### src/rtl/gamecontrol_pkg.sv
// rtl/gamecontrol_pkg.sv - shared types, constants and BCD helpers for gamecontrol_levels
package gamecontrol_pkg;

    typedef enum logic [2:0] {
        S_IDLE   = 3'd0,
        S_READY  = 3'd1,
        S_ISSUE  = 3'd2,
        S_WAIT   = 3'd3,
        S_RESULT = 3'd4,
        S_DONE   = 3'd5
    } state_e;

    localparam logic [1:0] LVL_EASY   = 2'd0;
    localparam logic [1:0] LVL_MEDIUM = 2'd1;
    localparam logic [1:0] LVL_HARD   = 2'd2;
    localparam logic [1:0] LVL_EXPERT = 2'd3;

    // Fibonacci taps 8,6,5,4 as a mask over bits [7:0]
    localparam logic [7:0] LFSR_TAPS = 8'hB8;

    localparam int BCD_MAX_DIGITS = 8;

    // Saturating BCD +1 over the low 'digits' nibbles
    function automatic logic [31:0] bcd_inc(input logic [31:0] v, input int digits);
        logic [31:0] r;
        logic        all_nines;
        logic        carry;
        r         = v;
        all_nines = 1'b1;
        for (int i = 0; i < BCD_MAX_DIGITS; i++) begin
            if (i < digits && v[4*i +: 4] != 4'd9) all_nines = 1'b0;
        end
        carry = ~all_nines;
        for (int i = 0; i < BCD_MAX_DIGITS; i++) begin
            if (i < digits && carry) begin
                if (r[4*i +: 4] == 4'd9) begin
                    r[4*i +: 4] = 4'd0;
                end else begin
                    r[4*i +: 4] = r[4*i +: 4] + 4'd1;
                    carry       = 1'b0;
                end
            end
        end
        return r;
    endfunction

    // Saturating BCD -1 over the low 'digits' nibbles
    function automatic logic [31:0] bcd_dec(input logic [31:0] v, input int digits);
        logic [31:0] r;
        logic        is_zero;
        logic        borrow;
        r       = v;
        is_zero = 1'b1;
        for (int i = 0; i < BCD_MAX_DIGITS; i++) begin
            if (i < digits && v[4*i +: 4] != 4'd0) is_zero = 1'b0;
        end
        borrow = ~is_zero;
        for (int i = 0; i < BCD_MAX_DIGITS; i++) begin
            if (i < digits && borrow) begin
                if (r[4*i +: 4] == 4'd0) begin
                    r[4*i +: 4] = 4'd9;
                end else begin
                    r[4*i +: 4] = r[4*i +: 4] - 4'd1;
                    borrow      = 1'b0;
                end
            end
        end
        return r;
    endfunction

endpackage

### src/rtl/morse_lfsr.sv
// rtl/morse_lfsr.sv - free-running Fibonacci LFSR, advances every cycle out of reset
module morse_lfsr
    import gamecontrol_pkg::*;
#(
    parameter int               WIDTH = 8,
    parameter logic [WIDTH-1:0] SEED  = 8'hA5,
    parameter logic [WIDTH-1:0] TAPS  = WIDTH'(LFSR_TAPS)
) (
    input  logic             clk,
    input  logic             rst,
    output logic [WIDTH-1:0] value
);

    logic [WIDTH-1:0] value_q;
    logic [WIDTH-1:0] value_d;

    always_comb begin
        value_d = {value_q[WIDTH-2:0], ^(value_q & TAPS)};
    end

    always_ff @(posedge clk or negedge rst) begin
        if (!rst) begin
            value_q <= SEED;
        end else begin
            value_q <= value_d;
        end
    end

    assign value = value_q;

endmodule

### src/rtl/gamecontrol_levels.sv
// rtl/gamecontrol_levels.sv - levelled game controller; optional STREAK_BONUS_EN streak bonus
module gamecontrol_levels
    import gamecontrol_pkg::*;
#(
    parameter int         NUM_W        = 4,
    parameter int         SCORE_DIGITS = 2,
    parameter int         MAX_ROUNDS   = 10,
    parameter logic [7:0] LFSR_SEED    = 8'hA5
) (
    input  logic                      clk,
    input  logic                      rst,
    input  logic                      logged_in,
    input  logic [1:0]                level,
    input  logic                      game_start,
    input  logic                      load,
    input  logic [NUM_W-1:0]          user_input,
    input  logic                      timeout,
    input  logic                      logout,
    output logic                      reconfig,
    output logic                      enable,
    output logic [NUM_W-1:0]          number,
    output logic [4*SCORE_DIGITS-1:0] score,
    output logic                      correct,
    output logic [7:0]                round_cnt,
    output logic                      game_over,
    output logic                      logout_from_gamecontrol
);

    localparam int SW = 4 * SCORE_DIGITS;

    state_e           state_q, state_d;
    logic [1:0]       level_q, level_d;
    logic [NUM_W-1:0] number_q, number_d;
    logic [SW-1:0]    score_q, score_d;
    logic             correct_q, correct_d;
    logic [7:0]       round_q, round_d;
    logic             hit_q, hit_d;
    logic             reconfig_q, reconfig_d;
    logic             enable_q, enable_d;
    logic             game_over_q, game_over_d;
    logic             ack_q, ack_d;
`ifdef STREAK_BONUS_EN
    logic [1:0]       streak_q, streak_d;
`endif

    logic [7:0]       lfsr_value;
    logic [NUM_W-1:0] raw;
    logic [NUM_W-1:0] mapped;
    logic             lfsr_unused;

    morse_lfsr #(
        .WIDTH (8),
        .SEED  (LFSR_SEED)
    ) u_lfsr (
        .clk   (clk),
        .rst   (rst),
        .value (lfsr_value)
    );

    assign raw         = lfsr_value[NUM_W-1:0];
    assign lfsr_unused = ^lfsr_value;

    always_comb begin
        mapped = raw;
        case (level_q)
            LVL_EASY:   mapped = raw & NUM_W'(3);
            LVL_MEDIUM: mapped = raw & NUM_W'(7);
            LVL_HARD:   if (raw >= NUM_W'(10)) mapped = raw - NUM_W'(10);
            default:    mapped = raw;
        endcase
    end

    always_comb begin
        state_d   = state_q;
        level_d   = level_q;
        number_d  = number_q;
        score_d   = score_q;
        correct_d = correct_q;
        round_d   = round_q;
        hit_d     = hit_q;
        ack_d     = 1'b0;
`ifdef STREAK_BONUS_EN
        streak_d  = streak_q;
`endif

        if (state_q != S_IDLE && logout) begin
            state_d = S_IDLE;
            ack_d   = 1'b1;
            score_d = '0;
`ifdef STREAK_BONUS_EN
            streak_d = 2'd0;
`endif
        end else if (state_q != S_IDLE && !logged_in) begin
            state_d = S_IDLE;
        end else begin
            case (state_q)
                S_IDLE: begin
                    if (logged_in) state_d = S_READY;
                end
                S_READY, S_DONE: begin
                    if (game_start) begin
                        level_d   = level;
                        score_d   = '0;
                        round_d   = 8'd0;
                        correct_d = 1'b0;
                        hit_d     = 1'b0;
`ifdef STREAK_BONUS_EN
                        streak_d  = 2'd0;
`endif
                        state_d   = S_ISSUE;
                    end
                end
                S_ISSUE: begin
                    number_d = mapped;
                    state_d  = S_WAIT;
                end
                S_WAIT: begin
                    // load outranks a coincident timeout
                    if (load) begin
                        hit_d   = (user_input == number_q);
                        state_d = S_RESULT;
                    end else if (timeout) begin
                        hit_d   = 1'b0;
                        state_d = S_RESULT;
                    end
                end
                S_RESULT: begin
                    correct_d = hit_q;
                    round_d   = round_q + 8'd1;
                    if (hit_q) begin
`ifdef STREAK_BONUS_EN
                        if (streak_q[1]) begin
                            score_d = SW'(bcd_inc(bcd_inc(32'(score_q), SCORE_DIGITS), SCORE_DIGITS));
                        end else begin
                            score_d = SW'(bcd_inc(32'(score_q), SCORE_DIGITS));
                        end
                        if (streak_q != 2'd3) streak_d = streak_q + 2'd1;
`else
                        score_d = SW'(bcd_inc(32'(score_q), SCORE_DIGITS));
`endif
                    end else begin
                        if (level_q == LVL_EXPERT) begin
                            score_d = SW'(bcd_dec(32'(score_q), SCORE_DIGITS));
                        end
`ifdef STREAK_BONUS_EN
                        streak_d = 2'd0;
`endif
                    end
                    state_d = (round_q + 8'd1 == 8'(MAX_ROUNDS)) ? S_DONE : S_ISSUE;
                end
                default: state_d = S_IDLE;
            endcase
        end

        // Outputs are registered copies of where the FSM is heading
        reconfig_d  = (state_d == S_ISSUE);
        enable_d    = (state_d == S_WAIT);
        game_over_d = (state_d == S_DONE);
    end

    always_ff @(posedge clk or negedge rst) begin
        if (!rst) begin
            state_q     <= S_IDLE;
            level_q     <= 2'd0;
            number_q    <= '0;
            score_q     <= '0;
            correct_q   <= 1'b0;
            round_q     <= 8'd0;
            hit_q       <= 1'b0;
            reconfig_q  <= 1'b0;
            enable_q    <= 1'b0;
            game_over_q <= 1'b0;
            ack_q       <= 1'b0;
        end else begin
            state_q     <= state_d;
            level_q     <= level_d;
            number_q    <= number_d;
            score_q     <= score_d;
            correct_q   <= correct_d;
            round_q     <= round_d;
            hit_q       <= hit_d;
            reconfig_q  <= reconfig_d;
            enable_q    <= enable_d;
            game_over_q <= game_over_d;
            ack_q       <= ack_d;
        end
    end

`ifdef STREAK_BONUS_EN
    always_ff @(posedge clk or negedge rst) begin
        if (!rst) begin
            streak_q <= 2'd0;
        end else begin
            streak_q <= streak_d;
        end
    end
`endif

    assign reconfig                = reconfig_q;
    assign enable                  = enable_q;
    assign number                  = number_q;
    assign score                   = score_q;
    assign correct                 = correct_q;
    assign round_cnt               = round_q;
    assign game_over               = game_over_q;
    assign logout_from_gamecontrol = ack_q;

endmodule

### config.mk
export PLATFORM = sky130hd
export DESIGN_NAME = gamecontrol_levels
export DESIGN_NICKNAME = d
export VERILOG_FILES = /design/src/rtl/gamecontrol_pkg.sv /design/src/rtl/morse_lfsr.sv /design/src/rtl/gamecontrol_levels.sv
export SDC_FILE = /design/constraint.sdc
export NUM_CORES = 1
export LEC_CHECK = 0
export ABC_AREA = 1
export CAP_MARGIN = 20
export CORE_AREA = 2 2 76 78
export CTS_CLUSTER_DIAMETER = 30
export DETAILED_ROUTE_END_ITERATION = 8
export DIE_AREA = 0 0 78 80
export PLACE_DENSITY_LB_ADDON = 0.3
export SYNTH_ARGS = -nofsm -noshare
export SYNTH_HDL_FRONTEND = slang
export SYNTH_HIERARCHICAL = 1
export SYNTH_SLANG_ARGS = --single-unit
### constraint.sdc
create_clock -name clk -period 1.9 [get_ports clk]
set_clock_uncertainty 0.1 [all_clocks]
set_input_delay 0.38 -clock clk [delete_from_list [all_inputs] [get_ports clk]]
set_output_delay 0.38 -clock clk [all_outputs]
set_load 0.1 [all_outputs]
==> impl_metrics.env <==
export IMPL_status="finished, final reports clean"
export IMPL_p_comb_share_pct=50.4
export IMPL_hold_viol=0
export IMPL_io_buffers=37
export IMPL_switching_power_mw=1.75
export IMPL_maxCapViolations=0
export IMPL_grt_antenna_before_repair=0
export IMPL_clk_latency_ns=0.29
export IMPL_initial_core_util_pct=42.8
export IMPL_worst_pin_slew_ns=0.454
export IMPL_fin_crit_ns=1.73
export IMPL_syn_area_um2=2310
export IMPL_routed_via_density=4.97
export IMPL_setup_tns_final_ns=0
export IMPL_syn_avg_cell_area_um2=7.61
export IMPL_end_kind="flop"
export IMPL_synthCells=304
export IMPL_slowest_delay_ns=0.46
export IMPL_internal_power_mw=2.21
export IMPL_fp_row_count=27
export IMPL_fmax_mhz=579
export IMPL_h_tree_depth=2
export IMPL_p_leak_nw=1.47
export IMPL_wire_per_inst_um=12.2
export IMPL_finalSetupViolCount=0
export IMPL_maxSlewViolCount=0
export IMPL_finalCritPeriodShare_pct=90.8
export IMPL_vias=2146
export IMPL_yosysWarnings=6
export IMPL_core_area_um2=5410
export IMPL_overflow=0
export IMPL_path_clk_slew_ns=0.07
export IMPL_hp_class="flop to flop"
export IMPL_relSlewSlack_pct=69.4
export IMPL_grt_pass1_wl_um=9200
export IMPL_cts_tree="done"
export IMPL_hpwl_um=4010
export IMPL_cts_made_buffers=5
export IMPL_wl_um=5250
export IMPL_antenna_left=0
export IMPL_n_antenna_cell=0
export IMPL_nets=375
export IMPL_worstPathMaxFanout=7
export IMPL_die_x_um=78
export IMPL_track_usage_pct=18.2
export IMPL_synth_fp_nets=320
export IMPL_grt_pass1_vias=2135
export IMPL_clockPowerShare_pct=20.8
export IMPL_cp_arrival_ns=1.80
export IMPL_ir_drop_mv=0.839
export IMPL_drt_iter0_markers=107
export IMPL_root_buffer="clkbuf_8"
export IMPL_syn_to_final_growth_pct=41.8
export IMPL_start_kind="flop"
export IMPL_drcViolationCount=0
export IMPL_dieArea_um2=6240
export IMPL_clock_sinks=39
export IMPL_drive_above_1_share_pct=27.5
export IMPL_critPathKind="flop to flop"
export IMPL_ios=38
export IMPL_postCtsSetupBuffers=0
export IMPL_drt_first_pass_iters=4
export IMPL_crit_chain="nor2_2, nand2_1, nor2_1, a21oi_1, o21ai_1, nand2_2, nand2_1, o21ai_1"
export IMPL_worst_ep_required_time_ns=1.98
export IMPL_switching_share_pct=44.1
export IMPL_place_gp_congestion=0.873
export IMPL_grt_max_degree=18
export IMPL_whs_ns=0.256
export IMPL_clk_path_buf_depth=2
export IMPL_power_density_nw_per_um2=1210
export IMPL_die_height_um=80
export IMPL_crit_slowest_cell="dfrtp_2"
export IMPL_pwr_share_seq_pct=28.8
## per-layer routing
metal	track usage (%)	share of wire (%)	routed length, um
met1	22.3	43	2260
met2	32.2	52	2730
met3	3.85	3.8	202
met4	5.79	1.1	56
met5	0	0	0
## cell usage in the layout, fill, tap and decap left out, types with 2 or more instances in the layout
cell type	count
nand3_1	24
clkdlybuf4s50_1	11
buf_12	25
dfrtp_4	2
dfstp_2	4
dfrtp_2	13
dfrtp_1	20
nor3_2	2
o21ai_1	5
nand4_1	6
mux2_2	2
nand2_2	5
xnor2_1	5
inv_2	4
buf_4	16
nor2_1	24
o21ai_0	21
a21oi_1	15
o22ai_1	4
inv_1	42
nor2_2	8
bufinv_16	2
ha_1	2
nor3_1	3
clkbuf_8	5
nand2_1	69
## power groups by stage
stage	Clock [mW]	Combinational (mW)	Sequential (mW)
after floorplan	0	0.671	1.74
after global placement	0	1.97	1.15
after detailed placement	0	1.99	1.15
after CTS	0.836	2.00	1.14
after global routing	0.876	2.12	1.16
final	0.822	2.00	1.14
## critical path: cells and delay by family (launching register included)
family             cells  cell delay (ns)
DFF                    1             0.46
AOI/OAI and AO/OA      3             0.38
and+or+nand+nor        5             0.69
## worst paths after layout
kind                                      startpoint                   endpoint  slack (ns)  depth (start not counted)
setup / recovery                score[1]$_DFFE_PN0P_       score[7]$_DFFE_PN0P_        0.17                          8
hold / removal             u_lfsr/value[6]$_DFF_PN0_  u_lfsr/value[7]$_DFF_PN1_        0.26                          0
setup reg to reg                score[1]$_DFFE_PN0P_       score[7]$_DFFE_PN0P_        0.17                          8
hold reg to reg            u_lfsr/value[6]$_DFF_PN0_  u_lfsr/value[7]$_DFF_PN1_        0.26                          0
max in group asynchronous                        rst  u_lfsr/value[7]$_DFF_PN1_        0.66                          3
min in group asynchronous                        rst   round_cnt[4]$_DFFE_PN0P_        0.44                          2
## cell type report
type	instances	area (um^2)
clock buffer	6	72.6
sequential	39	1000
timing repair buffer	54	746
clock inverter	2	60.1
tap	72	90.1
fill	468	2120
multi-input combinational	212	1130
inverter	47	178
## registers in the layout, summed over array words and instances (netlist names)
register / flops
correct: 1
level_q: 2
reconfig: 1
state_q: 3
number: 4
hit_q: 1
enable: 1
u_lfsr/value: 8
round_cnt: 8
game_over: 1
score: 8
logout_from_gamecontrol: 1
## repair_timing
action                     CTS  global route
hold buffers                 1             0
hold endpoints to repair    14             0
setup endpoints to repair    0             9
gates resized for setup      0             7
## stage by stage
| step | cells | total power [mW] | area [um^2] | util, % | worst slack (ns) |
|---|---|---|---|---|---|
| 2_1_floorplan | 304 | 2.41 | 2340 | - | 0.0284 |
| 3_3_place_gp | 423 | 3.12 | 3120 | 57.7 | -0.0129 |
| 3_5_place_dp | 423 | 3.14 | 3120 | 57.7 | -0.0532 |
| 4_1_cts | 432 | 3.97 | 3260 | 60.3 | 0.0820 |
| 5_1_grt | 432 | 4.16 | 3280 | 60.7 | -0.0109 |
| 6_report | 432 | 3.96 | 3280 | 60.7 | 0.174 |
Power figures use the tool's default switching activity.
